**src/rtl/oipuf_crp_collector_if.sv**
```systemverilog
// PUF drive/capture lines plus the CRP valid/ready stream of oipuf_crp_collector.
// master = collector side, slave = PUF stub / CRP consumer side.
interface oipuf_crp_collector_if #(
  parameter int TW = 4,
  parameter int ST = 64
);
  logic          puf_trig;
  logic [ST-1:0] puf_chal;
  logic [TW-1:0] puf_resp;
  logic          puf_stable;
  logic          crp_valid;
  logic          crp_ready;
  logic [ST-1:0] crp_chal;
  logic [TW-1:0] crp_resp;
  logic          crp_xor;
  logic          crp_reliable;

  modport master (
    output puf_trig, puf_chal, crp_valid, crp_chal, crp_resp, crp_xor, crp_reliable,
    input  puf_resp, puf_stable, crp_ready
  );

  modport slave (
    input  puf_trig, puf_chal, crp_valid, crp_chal, crp_resp, crp_xor, crp_reliable,
    output puf_resp, puf_stable, crp_ready
  );
endinterface

```
**src/rtl/oipuf_crp_collector.sv**
```systemverilog
// Challenge generator / response collector for the OIPUF64x4 arbiter PUF.
// Define OIPUF_CRP_MAJORITY_EN for REPS-way majority voting; otherwise one sample per challenge.
//
// state  | meaning
// IDLE   | waiting for start
// LOAD   | present next LFSR challenge, clear vote state
// ARM    | trigger low for one cycle
// FIRE   | trigger high SETTLE cycles, sample on the last one
// EMIT   | CRP valid, waiting for ready
// DONE   | one-cycle done pulse
module oipuf_crp_collector #(
  parameter int          TW     = 4,
  parameter int          ST     = 64,
  parameter int          SETTLE = 8,
  parameter int          REPS   = 5,
  parameter logic [63:0] SEED   = 64'h1444565890ABCDE1
) (
  input  logic                 clk,
  input  logic                 rst_n,
  input  logic                 start,
  input  logic [15:0]          num_crp,
  output logic                 busy,
  output logic                 done,
  oipuf_crp_collector_if.master bus
);

`ifdef OIPUF_CRP_MAJORITY_EN
  localparam int REPS_EFF = REPS;
`else
  localparam int REPS_EFF = 1;
`endif
  localparam int          REP_W = $clog2(REPS + 1);
  localparam int          TMR_W = (SETTLE > 1) ? $clog2(SETTLE) : 1;
  localparam logic [63:0] POLY  = 64'hD800_0000_0000_0000;

  typedef enum logic [2:0] {S_IDLE, S_LOAD, S_ARM, S_FIRE, S_EMIT, S_DONE} state_t;

  state_t            state, state_nxt;
  logic [TMR_W-1:0]  tmr;
  logic [REP_W-1:0]  rep_cnt;
  logic [15:0]       remaining;
  logic [63:0]       lfsr;
  logic [ST-1:0]     chal_q;
  logic [ST-1:0]     crp_chal_q;
  logic [TW-1:0]     crp_resp_q;
  logic              crp_xor_q;
  logic              crp_rel_q;
  logic              stable_acc;
  logic [TW-1:0]     vote;
  logic              agree;
  logic              fire_last;
  logic              rep_last;
  logic              trig;
  logic              valid;

  function automatic logic [63:0] lfsr_step(input logic [63:0] s);
    lfsr_step = s[0] ? ((s >> 1) ^ POLY) : (s >> 1);
  endfunction

  assign fire_last = (state == S_FIRE) && (tmr == '0);
  assign rep_last  = (rep_cnt == REP_W'(REPS_EFF - 1));

`ifdef OIPUF_CRP_MAJORITY_EN
  logic [TW-1:0][3:0] ones, ones_nxt;

  // vote and agreement are taken from the counts including the sample being captured
  always_comb begin
    ones_nxt = ones;
    vote     = '0;
    agree    = 1'b1;
    for (int i = 0; i < TW; i++) begin
      ones_nxt[i] = ones[i] + {3'b000, bus.puf_resp[i]};
      vote[i]     = ones_nxt[i] > 4'(REPS / 2);
      if (ones_nxt[i] != 4'd0 && ones_nxt[i] != 4'(REPS)) agree = 1'b0;
    end
  end

  always_ff @(posedge clk or negedge rst_n) begin
    if (!rst_n) begin
      ones <= '0;
    end else if (state == S_LOAD) begin
      ones <= '0;
    end else if (fire_last) begin
      ones <= ones_nxt;
    end
  end
`else
  assign vote  = bus.puf_resp;
  assign agree = 1'b1;
`endif

  always_ff @(posedge clk or negedge rst_n) begin
    if (!rst_n) state <= S_IDLE;
    else        state <= state_nxt;
  end

  always_comb begin
    state_nxt = state;
    trig      = 1'b0;
    valid     = 1'b0;
    done      = 1'b0;
    busy      = (state != S_IDLE);
    case (state)
      S_IDLE: if (start) state_nxt = (num_crp != 16'd0) ? S_LOAD : S_DONE;
      S_LOAD: state_nxt = S_ARM;
      S_ARM:  state_nxt = S_FIRE;
      S_FIRE: begin
        trig = 1'b1;
        if (tmr == '0) state_nxt = rep_last ? S_EMIT : S_ARM;
      end
      S_EMIT: begin
        valid = 1'b1;
        if (bus.crp_ready) state_nxt = (remaining <= 16'd1) ? S_DONE : S_LOAD;
      end
      S_DONE: begin
        done      = 1'b1;
        state_nxt = S_IDLE;
      end
      default: state_nxt = S_IDLE;
    endcase
  end

  always_ff @(posedge clk or negedge rst_n) begin
    if (!rst_n) begin
      tmr        <= '0;
      rep_cnt    <= '0;
      remaining  <= '0;
      lfsr       <= SEED;
      chal_q     <= '0;
      stable_acc <= 1'b0;
      crp_chal_q <= '0;
      crp_resp_q <= '0;
      crp_xor_q  <= 1'b0;
      crp_rel_q  <= 1'b0;
    end else begin
      case (state)
        S_IDLE: if (start && num_crp != 16'd0) remaining <= num_crp;
        S_LOAD: begin
          chal_q     <= lfsr;
          lfsr       <= lfsr_step(lfsr);
          rep_cnt    <= '0;
          stable_acc <= 1'b1;
        end
        S_ARM: tmr <= TMR_W'(SETTLE - 1);
        S_FIRE: begin
          if (tmr != '0) begin
            tmr <= tmr - 1'b1;
          end else begin
            rep_cnt    <= rep_cnt + 1'b1;
            stable_acc <= stable_acc & bus.puf_stable;
            if (rep_last) begin
              crp_chal_q <= chal_q;
              crp_resp_q <= vote;
              crp_xor_q  <= ^vote;
              crp_rel_q  <= agree & stable_acc & bus.puf_stable;
            end
          end
        end
        S_EMIT: if (bus.crp_ready && remaining != 16'd0) remaining <= remaining - 16'd1;
        default: ;
      endcase
    end
  end

  assign bus.puf_trig     = trig;
  assign bus.puf_chal     = chal_q;
  assign bus.crp_valid    = valid;
  assign bus.crp_chal     = crp_chal_q;
  assign bus.crp_resp     = crp_resp_q;
  assign bus.crp_xor      = crp_xor_q;
  assign bus.crp_reliable = crp_rel_q;

endmodule

```
**src/flat_wrapper.sv**
```systemverilog
// flat-port wrapper written by rule: the top's interface ports become plain ports
module oipuf_crp_collector_flat 
#(
  parameter int          TW     = 4,
  parameter int          ST     = 64,
  parameter int          SETTLE = 8,
  parameter int          REPS   = 5,
  parameter logic [63:0] SEED   = 64'h1444565890ABCDE1
)
  (clk, rst_n, start, num_crp, busy, done, bus_puf_trig, bus_puf_chal, bus_crp_valid, bus_crp_chal, bus_crp_resp, bus_crp_xor, bus_crp_reliable, bus_puf_resp, bus_puf_stable, bus_crp_ready);
  oipuf_crp_collector_if #(.TW(TW), .ST(ST)) bus_i ();
  input  logic clk;
  input  logic rst_n;
  input  logic start;
  input  logic [15:0] num_crp;
  output logic busy;
  output logic done;
  output wire logic [$bits(bus_i.puf_trig)-1:0] bus_puf_trig;
  output wire logic [$bits(bus_i.puf_chal)-1:0] bus_puf_chal;
  output wire logic [$bits(bus_i.crp_valid)-1:0] bus_crp_valid;
  output wire logic [$bits(bus_i.crp_chal)-1:0] bus_crp_chal;
  output wire logic [$bits(bus_i.crp_resp)-1:0] bus_crp_resp;
  output wire logic [$bits(bus_i.crp_xor)-1:0] bus_crp_xor;
  output wire logic [$bits(bus_i.crp_reliable)-1:0] bus_crp_reliable;
  input wire logic [$bits(bus_i.puf_resp)-1:0] bus_puf_resp;
  input wire logic [$bits(bus_i.puf_stable)-1:0] bus_puf_stable;
  input wire logic [$bits(bus_i.crp_ready)-1:0] bus_crp_ready;
  assign bus_puf_trig = bus_i.puf_trig;
  assign bus_puf_chal = bus_i.puf_chal;
  assign bus_crp_valid = bus_i.crp_valid;
  assign bus_crp_chal = bus_i.crp_chal;
  assign bus_crp_resp = bus_i.crp_resp;
  assign bus_crp_xor = bus_i.crp_xor;
  assign bus_crp_reliable = bus_i.crp_reliable;
  assign bus_i.puf_resp = bus_puf_resp;
  assign bus_i.puf_stable = bus_puf_stable;
  assign bus_i.crp_ready = bus_crp_ready;
  oipuf_crp_collector #(.TW(TW), .ST(ST), .SETTLE(SETTLE), .REPS(REPS), .SEED(SEED)) u_core (.clk(clk), .rst_n(rst_n), .start(start), .num_crp(num_crp), .busy(busy), .done(done), .bus(bus_i));
endmodule
```
**config.mk**
```make
export PLATFORM = sky130hd
export DESIGN_NAME = oipuf_crp_collector_flat
export DESIGN_NICKNAME = d
export VERILOG_FILES = /design/src/rtl/oipuf_crp_collector_if.sv /design/src/rtl/oipuf_crp_collector.sv /design/src/flat_wrapper.sv
export SDC_FILE = /design/constraint.sdc
export NUM_CORES = 1
export LEC_CHECK = 0
export BUFFER_PORTS_ARGS = -buffer_cell sky130_fd_sc_hd__buf_4
export CAP_MARGIN = 20
export CORE_ASPECT_RATIO = 0.8
export CORE_UTILIZATION = 28
export DETAILED_ROUTE_END_ITERATION = 6
export HOLD_SLACK_MARGIN = 0.06
export SETUP_SLACK_MARGIN = 0.05
export SKIP_LAST_GASP = 1
export SLEW_MARGIN = 20
export SYNTH_ARGS = -nofsm -noshare
export SYNTH_HDL_FRONTEND = slang
export SYNTH_SLANG_ARGS = --single-unit
```
**constraint.sdc**
```tcl
create_clock -name clk -period 4.2 [get_ports clk]
set_input_delay 0.21 -clock clk [delete_from_list [all_inputs] [get_ports clk]]
set_output_delay 0.21 -clock clk [all_outputs]
set_load 0.02 [all_outputs]
```
==> Word-level counts from Yosys, hierarchy flattened <==
Index checks and enable logic that the tools add are counted.
{ "word_totals": {"regBits": 224, "word_cells": 68} }
{ "op_classes": {"add_sub_neg": 3, "n_lt_le_gt_ge": 1, "eq_ne": 12, "muxes": 20, "n_bitwise": 3, "reduce_logical": 18} }
{ "ops": {"columns": ["op", "n"], "rows": [
  ["$mux 64", 1],
  ["$mux 16", 2],
  ["$pmux 16 s2", 1],
  ["$reduce_bool 16->1", 2],
  ["$mux 3", 8],
  ["$le 16x1->1 const B", 1],
  ["$sub 16x1->16 const B", 1],
  ["$pmux 3 s5", 1],
  ["$pmux 3 s2", 2],
  ["$ne 2x2->1 const B", 5],
  ["$logic_not 3->1", 3],
  ["$reduce_and 3->1", 3],
  ["$eq 3x2->1 const B", 2],
  ["$eq 3x3->1 const B", 2],
  ["$reduce_bool 2->1", 3],
  ["$reduce_bool 3->1", 2],
  ["$mux 1", 4],
  ["$ne 2x1->1 const B", 2],
  ["$not 3->4", 1],
  ["$reduce_and 2->1", 2],
  ["$reduce_xor 4->1", 1],
  ["$add 3x1->3 const B", 1],
  ["$eq 3x1->1 const B", 1],
  ["$sub 3x1->3 const B", 1],
  ["other kinds (4)", 5]
]} }

==> Logic depth before layout (Yosys ltp) <==
Gate-level depths: netlist of run 1.
{ "logic_depth": {"word_depth": 4, "mapped_depth": 9} }

==> Least setup slack after synthesis of run 1 <==
OpenSTA, ideal clock, no wires.
{ "synth_timing": {"path_kind": "reg2reg", "from": "reg u_core.remaining[6]", "to": "reg u_core.remaining[0]", "arrival_ps": 2088, "required_time_ps": 4066, "setup_slack_ps": 1977, "stages_incl_launch_ff": 8, "n_path_buf": 2, "synth_period_minus_slack_ps": 2223, "path_cell_list": "dfrtp_1 -> or4_1 -> buf_2 -> or4b_4 -> nor2_8 -> or2_4 -> buf_12 -> o22ai_2"} }
{ "synth_via": {"elab_chain_len": 4} }
{ "synth_rtl": {"columns": ["item", "line", "rtl"], "rows": [
  ["from (decl)", "oipuf_crp_collector.sv:41", "logic [15:0] remaining;"],
  ["from (signal assigned)", "oipuf_crp_collector.sv:137", "S_IDLE: if (start && num_crp != 16'd0) remaining <= num_crp;"],
  ["from (signal assigned)", "oipuf_crp_collector.sv:159", "S_EMIT: if (bus.crp_ready && remaining != 16'd0) remaining <= remaining - 16'd1;"],
  ["$reduce_bool 16->1", "oipuf_crp_collector.sv:159", null],
  ["$logic_and 1x1->1", "oipuf_crp_collector.sv:159", null],
  ["$ne 2x1->1 (no line)", null, null],
  ["$reduce_and 3->1 (no line)", null, null]
]} }
Every way passes these cells.
A chain may end at the register's enable or synchronous reset.

==> Final worst setup path of run 1 <==
{ "layout_timing": {"from": "reg u_core.state[0]", "to": "reg u_core.remaining[0]"} }
{ "layout_via": {"elab_chain_len": 3, "elab_cells_between_ends": 7, "classes_between": "3 x eq/ne; 1 x mux; 3 x reduce/logical"} }
{ "layout_rtl": {"columns": ["item", "line", "rtl"], "rows": [
  ["from (decl)", "oipuf_crp_collector.sv:38", "state_t state, state_nxt;"],
  ["from (signal assigned)", "oipuf_crp_collector.sv:94", "else state <= state_nxt;"],
  ["$eq 3x3->1 / $logic_not 3->1 (equally long branches)", "oipuf_crp_collector.sv:136", "case (state)"],
  ["$ne 2x1->1 (no line) / $reduce_bool 2->1 (equally long branches)", null, null],
  ["$reduce_and 3->1 (no line)", null, null]
]} }
Parallel ways exist; a longest one is shown, timed or not.

==> results of run 1 <==
[through the flow]
step	power [W]	utilization	std cells
finish	0.00472	0.360	1277
global route	0.00497	0.360	1277
CTS	0.00478	0.360	1277
detailed placement	0.00292	0.332	1232
global placement	0.00291	0.332	1232
floorplan	0.00263	-	765
[worst max-delay path, stage by stage (launching register included)]
cell     delay [ns]
dfrtp_1        0.51
or3_1          0.51
o41ai_4        1.00
or2_4          0.40
o22ai_2        0.11
[per-layer routing]
metal	GRT usage	vias to the layer above	routed length, um	part of all wire
met5	0	-	0	0
met4	0.0450	0	332	0.018
met3	0.0326	21	935	0.050
met2	0.190	164	8240	0.44
met1	0.185	2852	9210	0.49
li1	-	2757	-	-
[layout by cell type (no fill, tap or decap), types with 2 or more instances in the layout]
cell,n
a21oi_1,18
o21ai_0,18
inv_6,6
nor2_4,2
dlygate4sd3_1,13
nand2_1,260
clkbuf_16,17
a32oi_1,2
clkbuf_8,2
nor3_1,12
inv_1,12
nand2b_1,2
xnor2_1,6
nor4_1,5
buf_4,167
ha_1,7
nor2_1,23
o22ai_2,2
or4_1,4
a22oi_1,2
mux2_2,68
o21ai_2,8
dfrtp_1,162
a211oi_1,4
a31oi_1,2
dfstp_2,27
nor2b_1,2
o31ai_1,7
and3_1,4
nand3_1,7
bufinv_16,5
a2bb2oi_1,4
o22ai_1,4
or3_1,2
[cell usage after synthesis, types with 2 or more instances]
| library cell | number |
|---|---|
| nand2_1 | 261 |
| dfrtp_1 | 162 |
| mux2_2 | 68 |
| buf_4 | 35 |
| clkbuf_1 | 29 |
| dfstp_2 | 27 |
| nor2_1 | 24 |
| a21oi_1 | 18 |
| o21ai_0 | 18 |
| inv_1 | 12 |
| nor3_1 | 12 |
| o21ai_2 | 8 |
| ha_1 | 7 |
| nand3_1 | 7 |
| o31ai_1 | 7 |
| xnor2_1 | 6 |
| nor4_1 | 5 |
| a211oi_1 | 4 |
| a2bb2oi_1 | 4 |
| and3_1 | 4 |
| o22ai_1 | 4 |
| or4_1 | 4 |
| buf_2 | 3 |
| a22oi_1 | 2 |
| a31oi_1 | 2 |
| a32oi_1 | 2 |
| buf_1 | 2 |
| buf_6 | 2 |
| nand2b_1 | 2 |
| nor2b_1 | 2 |
| o22ai_2 | 2 |
| or3_1 | 2 |
[logic make-up after synthesis]
logic type,after synthesis,synth area share
xor gates and xnor gates,7,0.00758
buffers and inverters,85,0.0600
DFF,189,0.589
AOI/OAI and AO/OA,77,0.0659
and+or+nand+nor,330,0.169
adders and majority gates,7,0.0108
muxes,70,0.0978
[final cells by class]
cell class              count  area [um2]
fillers                  2823       18100
clock buffers              18         439
inverters                  13        48.8
multi-input cells         491        2860
flip-flops and latches    189        4760
clock inverters            14         224
well taps                 370         463
repair buffers            182        1420
[where the power goes]
part | switching [W] | internal [W] | leakage, nW
combinational | 0.000506 | 0.000289 | 2.53
clock | 0.000740 | 0.00109 | 0.323
sequential | 0.000140 | 0.00196 | 2.48
[worst paths after layout]
check / startpoint / to / slack (ns) / depth (start not counted)
max in group asynchronous: rst_n / u_core.lfsr[14] / 2.72 / 3
setup reg to reg: u_core.state[0] / u_core.remaining[0] / 1.52 / 4
hold / removal: num_crp[8] / u_core.remaining[8] / 0.1 / 3
setup / recovery: u_core.state[0] / u_core.remaining[0] / 1.52 / 4
hold reg to reg: u_core.lfsr[10] / u_core.lfsr[10] / 0.46 / 2
min in group asynchronous: rst_n / u_core.bus.crp_chal[59] / 0.46 / 2
[registers in the layout, summed over array words and instances, names as in the netlist]
signal	cells
u_core.rep_cnt	3
u_core.bus.crp_xor	1
u_core.bus.crp_reliable	1
u_core.stable_acc	1
u_core.bus.crp_chal	64
u_core.bus.puf_chal	30
u_core.bus.crp_resp	4
u_core.tmr	3
u_core.lfsr	63
u_core.state	3
u_core.remaining	16
[timing repair]
action / in CTS / in global routing
hold buffers: 13 / 0
hold endpoints to repair: 112 / 0
buffers inserted: 0 / 0
==> qor.txt, run 1 <==
Outcome - finished, final reports clean
Drt wl/cell - 14.7 um
Detail Placement HPWL - 12300 um
First-pass GRT wire length - 30300 um
Max-slew violations - 0
Number of flops mapped to enable cells by yosys - 0
Ys async rst share - 1.00
Area Overhead vs Synth - 26.3%
CTS HTree Levels - 4
Worst-Margin Slew - 1.04 ns
# rows - 55
CP Capture Type - flip-flop
Syn avg cell area - 10.6 um2
Post-synthesis cell type count - 50
Maximum VDD drop - 0.253 mV
I/O pin total - 163
Pre-CTS setup slack - 1.54 ns
Power Density - 462 nW/um2
CP Launch Type - flip-flop
Syn_nets - 797
Slew HR - 0.304
Worst EP required - 4.50 ns
Crit Path Class - reg -> reg
Final Worst Setup Slack - 1.52 ns
Final clock skew - 0.0113 ns
GP Congestion - 0.853
Synth top area share - 0.501
# setup viols final - 0
TritonCTS clock tree - done
Pleak - 5.33 nW
CP Data Arrival Time - 2.98 ns
Drt pass-1 iters - 5
Number of global-route vias before repair - 5647
Initial drt markers - 338
Largest cells by area after synthesis - dfrtp_1, nand2_1, mux2_2, dfstp_2, buf_4
GRT Util Overall - 0.130
Final nets - 926
Top_reg_cell synth - dfrtp_1
Synth Cell Area - 8090 um2
Design area - 10200 um2
Clk buf depth - 2
Syn Inst Count - 765
Final wirelength - 18700 um
Number of synthesized register bits - 189
Largest net degree at the start of global routing - 110
Core area - 28400 um2
Hold WC Path Type - in -> reg
Max Fclk - 373 MHz
Share of layout cells above drive strength 1 - 0.347
Clock-pin slew on the worst setup and hold paths - 0.07 ns
Port Buffers - 162
Synth Warn # - 0
Max cap viols - 0
Full die area - 29600 um2
RSZ-0062 raised after global routing - no
Initial antenna violation count - 0
Synth area leader - dfrtp_1
Num CTS Buffers - 17
Period utilisation layout - 0.638
Worst skew pair latency - 0.43 ns
Root Driver - clkbuf_16
Placed inst area - 9420 um2
Final ANT Viol Nets - 0
CP max FO - 17
Final hold violation count - 0
Final min period - 2.68 ns
Via count - 5794
Die width - 192 um
Drt via density - 4.54
Cts repair resizes - 0
Diode count - 0
Sequential area share after synthesis - 0.589
Gr ovfl total - 0
Hold Slack - 0.0978 ns
Setup TNS - 0 ns
Initial Util - 0.285
Chip height - 154 um
Sink Count - 189
DRC viols - 0
(Power assumes the default switching activity.)
==> run 2, diff against run 1 <==
- clock period: 4.2 -> 2.5 ns (I/O delays scaled with it)
==> qor.txt, run 2 (synthesis results as in run 1) <==
Core area - 28400 um2 (unchanged)
Max Fclk - 438 MHz (+17%)
Multi-input gate area - 2860 um2 (unchanged)
Internal Power - 0.00540 W (+62%)
Pleak - 5.43 nW (+1.9%)
Drt via density - 4.50 (-0.75%)
Number of flip-flops in the largest register - 64 (unchanged)
Share of layout cells above drive strength 1 - 0.354 (+0.00678)
Hold Path Sink - u_core.remaining[6]
CTS HTree Levels - 4 (unchanged)
DRC viols - 0 (unchanged)
Hold Slack - 0.0796 ns (-0.0182 ns)
Worst path slowest cell - or4_1
Drt wl/cell - 14.3 um (-2.5%)
CP max FO - 11 (-6)
Crit Path Class - reg -> reg
TritonCTS clock tree - done
Area Overhead vs Synth - 29.0%
GP Congestion - 0.869 (+1.8%)
Drt pass-1 iters - 5 (unchanged)
NetSw - 0.00240 W (+74%)
Port Buffers - 162 (unchanged)
# fillers - 2844 (+0.74%)
CP max stage delay - 0.56 ns (-0.44 ns)
Maximum VDD drop - 0.451 mV (+78%)
Die width - 192 um (unchanged)
# rows - 55 (unchanged)
FF+latch area - 4760 um2 (unchanged)
Switch share - 0.308 (+0.0144)
Gr ovfl total - 0 (unchanged)
Outcome - finished, final reports clean
RSZ-0062 raised after global routing - no
Final wirelength - 18600 um (-0.61%)
Worst skew pair latency - 0.44 ns (about the same)
I/O pin total - 163 (unchanged)
Chip height - 154 um (unchanged)
WHS Path Cells - 3 (unchanged)
Sink Count - 189 (unchanged)
Largest net degree at the start of global routing - 66 (-40%)
Clk network pwr share - 0.362 (-0.025)
Max cap viols - 0 (unchanged)
Final hold violation count - 0 (unchanged)
Worst EP required - 2.82 ns (-1.68 ns)
GRT Util Overall - 0.130 (+0.000506)
Via count - 5863 (+1.2%)
Full die area - 29600 um2 (unchanged)
Final clock skew - 0.0121 ns (+0.000733 ns)
Path depth of the worst reg2reg path - 5 (+1)
Slew HR - 0.631 (+0.327)
Detail Placement HPWL - 12500 um (+0.95%)
Reg-to-reg endpoint - u_core.remaining[15]
Final ANT Viol Nets - 0 (unchanged)
Root Driver - clkbuf_16
Commonest non-fill, non-tap cells in the layout - nand2_1, buf_4, dfrtp_1
Final min period - 2.28 ns (-0.395 ns)
Most common cell after layout, fill and taps aside - nand2_1
Initial antenna violation count - 0 (unchanged)
# setup viols final - 0 (unchanged)
CP delay by family, top - simple AND/OR/NAND/NOR gates
CP Data Arrival Time - 2.61 ns (-0.37 ns)
Sequential share of power - 0.446 (about the same)
CP Launch Type - flip-flop
Number of global-route vias before repair - 5672 (+0.44%)
Register-to-register setup slack - 0.22 ns (-1.30 ns)
Power Density - 749 nW/um2 (+62%)
Diode count - 0 (unchanged)
Initial drt markers - 284 (-16%)
Num CTS Buffers - 17 (unchanged)
R2r startpoint - u_core.remaining[6]
Setup TNS - 0 ns (unchanged)
Clk buf depth - 2 (unchanged)
# Post-CTS Setup Buffers - 0 (unchanged)
First-pass GRT wire length - 30300 um (+0.18%)
Worst-Margin Slew - 0.550 ns (-0.491 ns)
Final nets - 951 (+2.7%)
Max-slew violations - 0 (unchanged)
Clock-pin slew on the worst setup and hold paths - 0.08 ns (about the same)
Hold WC Path Type - in -> reg
Worst path bufs/invs - 0 (unchanged)
Gate power share - 0.192 (+0.024)
CP Capture Type - flip-flop
Period utilisation layout - 0.914 (+0.276)
CP Cell Sequence - or4_1 -> or4b_4 -> nor2_8 -> or2_4 -> o21ai_0
Min-delay src - num_crp[6]
Initial Util - 0.285 (unchanged)
==> run 2: what timing repair did <==
| item | in CTS | in global routing |
|---|---|---|
| resized for setup | 0 | 0 |
| hold buffers | 23 | 0 |
| hold endpoints to repair | 77 | 0 |
==> run 2: final cells by class <==
| class | instances | share of cell area |
|---|---|---|
| flip-flops and latches | 189 | 0.457 |
| multi-input cells | 491 | 0.274 |
| repair buffers | 207 | 0.162 |
| well taps | 370 | 0.0444 |
| clock buffers | 17 | 0.0408 |
| clock inverters | 15 | 0.0169 |
| inverters | 13 | 0.00468 |
==> run 2: power groups by stage <==
stage,Combinational [W],Clock [W],Sequential (W)
after global placement,0.00147,0,0.00352
after floorplan,0.000876,0,0.00354
after global routing,0.00166,0.00305,0.00352
final,0.00150,0.00283,0.00348
after detailed placement,0.00148,0,0.00353
after CTS,0.00152,0.00293,0.00347
==> run 2: worst max-delay path by stage <==
| stage | startpoint | to | slack (ns) | depth (start not counted) |
|---|---|---|---|---|
| final | u_core.remaining[6] | u_core.remaining[15] | 0.22 | 5 |
| after CTS | u_core.remaining[6] | u_core.remaining[15] | 0.22 | 5 |
| after floorplan | u_core.remaining[6] | u_core.remaining[0] | 0.28 | 7 |
| after global routing | u_core.remaining[6] | u_core.remaining[15] | 0.13 | 5 |
| after global placement | u_core.remaining[6] | u_core.remaining[15] | 0.25 | 5 |
| after detailed placement | u_core.remaining[6] | u_core.remaining[15] | 0.23 | 5 |
==> run 2: routing by layer <==
metal | track usage | share of wire | vias up
met2 | 0.195 | 0.45 | 136
met4 | 0.0469 | 0.018 | 0
li1 | - | - | 2812
met5 | 0 | 0 | -
met1 | 0.180 | 0.47 | 2895
met3 | 0.0354 | 0.054 | 20
==> run 2: tightest hold or removal path: stages <==
cell,delay [ns]
buf_4,0.09
o21ai_0,0.09
a2bb2oi_1,0.17
==> run 2: per-stage QoR <==
stage	cells	power, W	worst slack (ns)	utilization	area, um2
after CTS	1302	0.00792	0.217	0.368	10400
after global routing	1302	0.00823	0.131	0.368	10400
after detailed placement	1247	0.00501	0.229	0.338	9600
final	1302	0.00781	0.215	0.368	10400
after global placement	1247	0.00500	0.248	0.338	9600
after floorplan	765	0.00441	0.277	-	8090
==> run 3, diff against run 2 <==
- CORE_UTILIZATION: 28 -> 59
- PLACE_DENSITY: default -> 0.85
- clock period: 2.5 -> 2.7 ns (I/O delays scaled with it)
==> qor.txt, run 3 (synthesis results as in run 1) <==
Worst-Margin Slew - 0.651 ns (+0.101 ns)
Final wirelength - 17400 um (-6.4%)
Worst path slowest cell - o41ai_4
# setup viols final - 0 (unchanged)
Wire length on met3 - 1080 um (+8.1%)
Hold WC Path Type - in -> reg
Pre-CTS setup slack - 0.459 ns (+0.230 ns)
R2r startpoint - u_core.state[0]
Worst skew pair latency - 0.41 ns (-0.03 ns)
Clock-pin slew on the worst setup and hold paths - 0.07 ns (about the same)
Min-delay src - num_crp[0]
I/O pin total - 163 (unchanged)
TritonCTS clock tree - done
DRC viols - 0 (unchanged)
Initial Util - 0.617 (+0.332)
CP Data Arrival Time - 2.56 ns (-0.05 ns)
Slew HR - 0.566 (-0.0648)
Max Fclk - 441 MHz (+0.77%)
NetSw - 0.00209 W (-13%)
Max-slew violations - 0 (unchanged)
Commonest non-fill, non-tap cells in the layout - nand2_1, buf_4, dfrtp_1
CP Launch Type - flip-flop
Final hold violation count - 0 (unchanged)
Root Driver - clkbuf_16
CTS HTree Levels - 4 (unchanged)
Final clock skew - 0.00952 ns (-0.00255 ns)
Placed inst area - 9260 um2 (-3.5%)
Clk network pwr share - 0.344 (-0.018)
Largest net degree at the start of global routing - 82 (+24%)
Chip height - 107 um (-31%)
Register-to-register setup slack - 0.43 ns (+0.22 ns)
CP delay by family, top - compound AO/OA/AOI/OAI gates
CP Cell Sequence - or3_1 -> o41ai_4 -> buf_4 -> nor3_1 -> a2bb2oi_1
Internal Power - 0.00480 W (-11%)
Final ANT Viol Nets - 0 (unchanged)
First-pass GRT wire length - 29000 um (-4.3%)
Area Overhead vs Synth - 23.9%
Path depth of the worst reg2reg path - 5 (unchanged)
Sequential share of power - 0.474 (+0.028)
Number of global-route vias before repair - 5803 (+2.3%)
Reg-to-reg endpoint - u_core.remaining[6]
DR top layer - met4
Sink Count - 189 (unchanged)
CP max stage delay - 0.60 ns (+0.04 ns)
Hold Slack - 0.0731 ns (-0.00645 ns)
Period utilisation layout - 0.840 (-0.0741)
Clk buf depth - 2 (unchanged)
Gate power share - 0.183 (-0.009)
Design area - 10000 um2 (-3.9%)
Outcome - finished, final reports clean
Most common cell after layout, fill and taps aside - nand2_1
Share of layout cells above drive strength 1 - 0.348 (-0.00625)
Final Worst Setup Slack - 0.433 ns (+0.217 ns)
Full die area - 14200 um2 (-52%)
Die width - 133 um (-31%)
Switch share - 0.303 (-0.00454)
Via count - 5917 (+0.92%)
RSZ-0062 raised after global routing - no
Pleak - 5.34 nW (-1.7%)
Maximum VDD drop - 0.438 mV (-3.0%)
Final nets - 939 (-1.3%)
GRT Util Overall - 0.261 (+0.130)
Met1 wire length - 7960 um (-9.9%)
Drt via density - 5.40 (+20%)
Critical Path Source - u_core.state[0]
Drt wl/cell - 15.9 um (+11%)
Core area - 13100 um2 (-54%)
# rows - 37 (-33%)
Worst EP required - 2.99 ns (+0.17 ns)
Final min period - 2.27 ns (-0.0174 ns)
Diode count - 0 (unchanged)
Gr ovfl total - 0 (unchanged)
Port Buffers - 162 (unchanged)
DR WL met2 - 8240 um (-2.4%)
Worst path bufs/invs - 1 (+1)
WHS Path Cells - 3 (unchanged)
Power Density - 688 nW/um2 (-8.1%)
Cts repair resizes - 0 (unchanged)
Detail Placement HPWL - 11400 um (-8.3%)
Drt pass-1 iters - 5 (unchanged)
Max cap viols - 0 (unchanged)
Num CTS Buffers - 17 (unchanged)
Initial antenna violation count - 0 (unchanged)
GP Congestion - 0.916 (+5.4%)
# fillers - 840 (-70%)
Number of flip-flops in the largest register - 64 (unchanged)
Crit Path Class - reg -> reg
CP max FO - 14 (+3)
Setup TNS - 0 ns (unchanged)
Hold Path Sink - u_core.remaining[0]
Initial drt markers - 457 (+61%)
CP Capture Type - flip-flop
run 3: per-stage QoR:
stage / total power (W) / cells / utilization
final: 0.00689 / 1095 / 0.765
after global routing: 0.00723 / 1095 / 0.765
after CTS: 0.00691 / 1095 / 0.765
after detailed placement: 0.00454 / 1043 / 0.707
after global placement: 0.00451 / 1043 / 0.707
after floorplan: 0.00409 / 765 / -
run 3: cell type report:
| class | count | area, um2 | share of cell area |
|---|---|---|---|
| Inverter | 13 | 48.8 | 0.00487 |
| Multi-Input combinational cell | 491 | 2860 | 0.285 |
| Clock inverter | 12 | 101 | 0.0101 |
| Timing Repair Buffer | 195 | 1570 | 0.157 |
| Tap cell | 175 | 219 | 0.0219 |
| Sequential cell | 189 | 4760 | 0.475 |
| Clock buffer | 20 | 457 | 0.0456 |
run 3: power groups by stage:
stage	clock network, W	registers [W]	logic [W]
2_1_floorplan	0	0.00328	0.000812
3_5_place_dp	0	0.00331	0.00123
3_3_place_gp	0	0.00330	0.00121
4_1_cts	0.00240	0.00325	0.00126
5_1_grt	0.00252	0.00330	0.00141
6_report	0.00237	0.00326	0.00126
run 3: tightest hold or removal path, stage by stage:
cell	delay (ns)
buf_4	0.09
a211oi_1	0.08
o22ai_2	0.12
run 3: routing by layer:
metal | track usage | vias up
met5 | 0 | -
met4 | 0.0632 | 0
met3 | 0.0577 | 12
met2 | 0.399 | 208
met1 | 0.381 | 2915
li1 | - | 2782
run 3: worst max-delay path by stage:
stage	cells after the start	slack (ns)	end
detailed placement	5	0.46	u_core.remaining[0]
CTS	5	0.45	u_core.remaining[0]
floorplan	7	0.48	u_core.remaining[0]
finish	5	0.43	u_core.remaining[6]
global route	7	0.25	u_core.bus.crp_chal[59]
global placement	6	0.50	u_core.remaining[14]
run 3: repair_timing:
item	in CTS	in global routing
endpoints found under the hold margin	85	0
buffers inserted	0	0
hold buffers	20	0
endpoints found under the setup margin	0	0
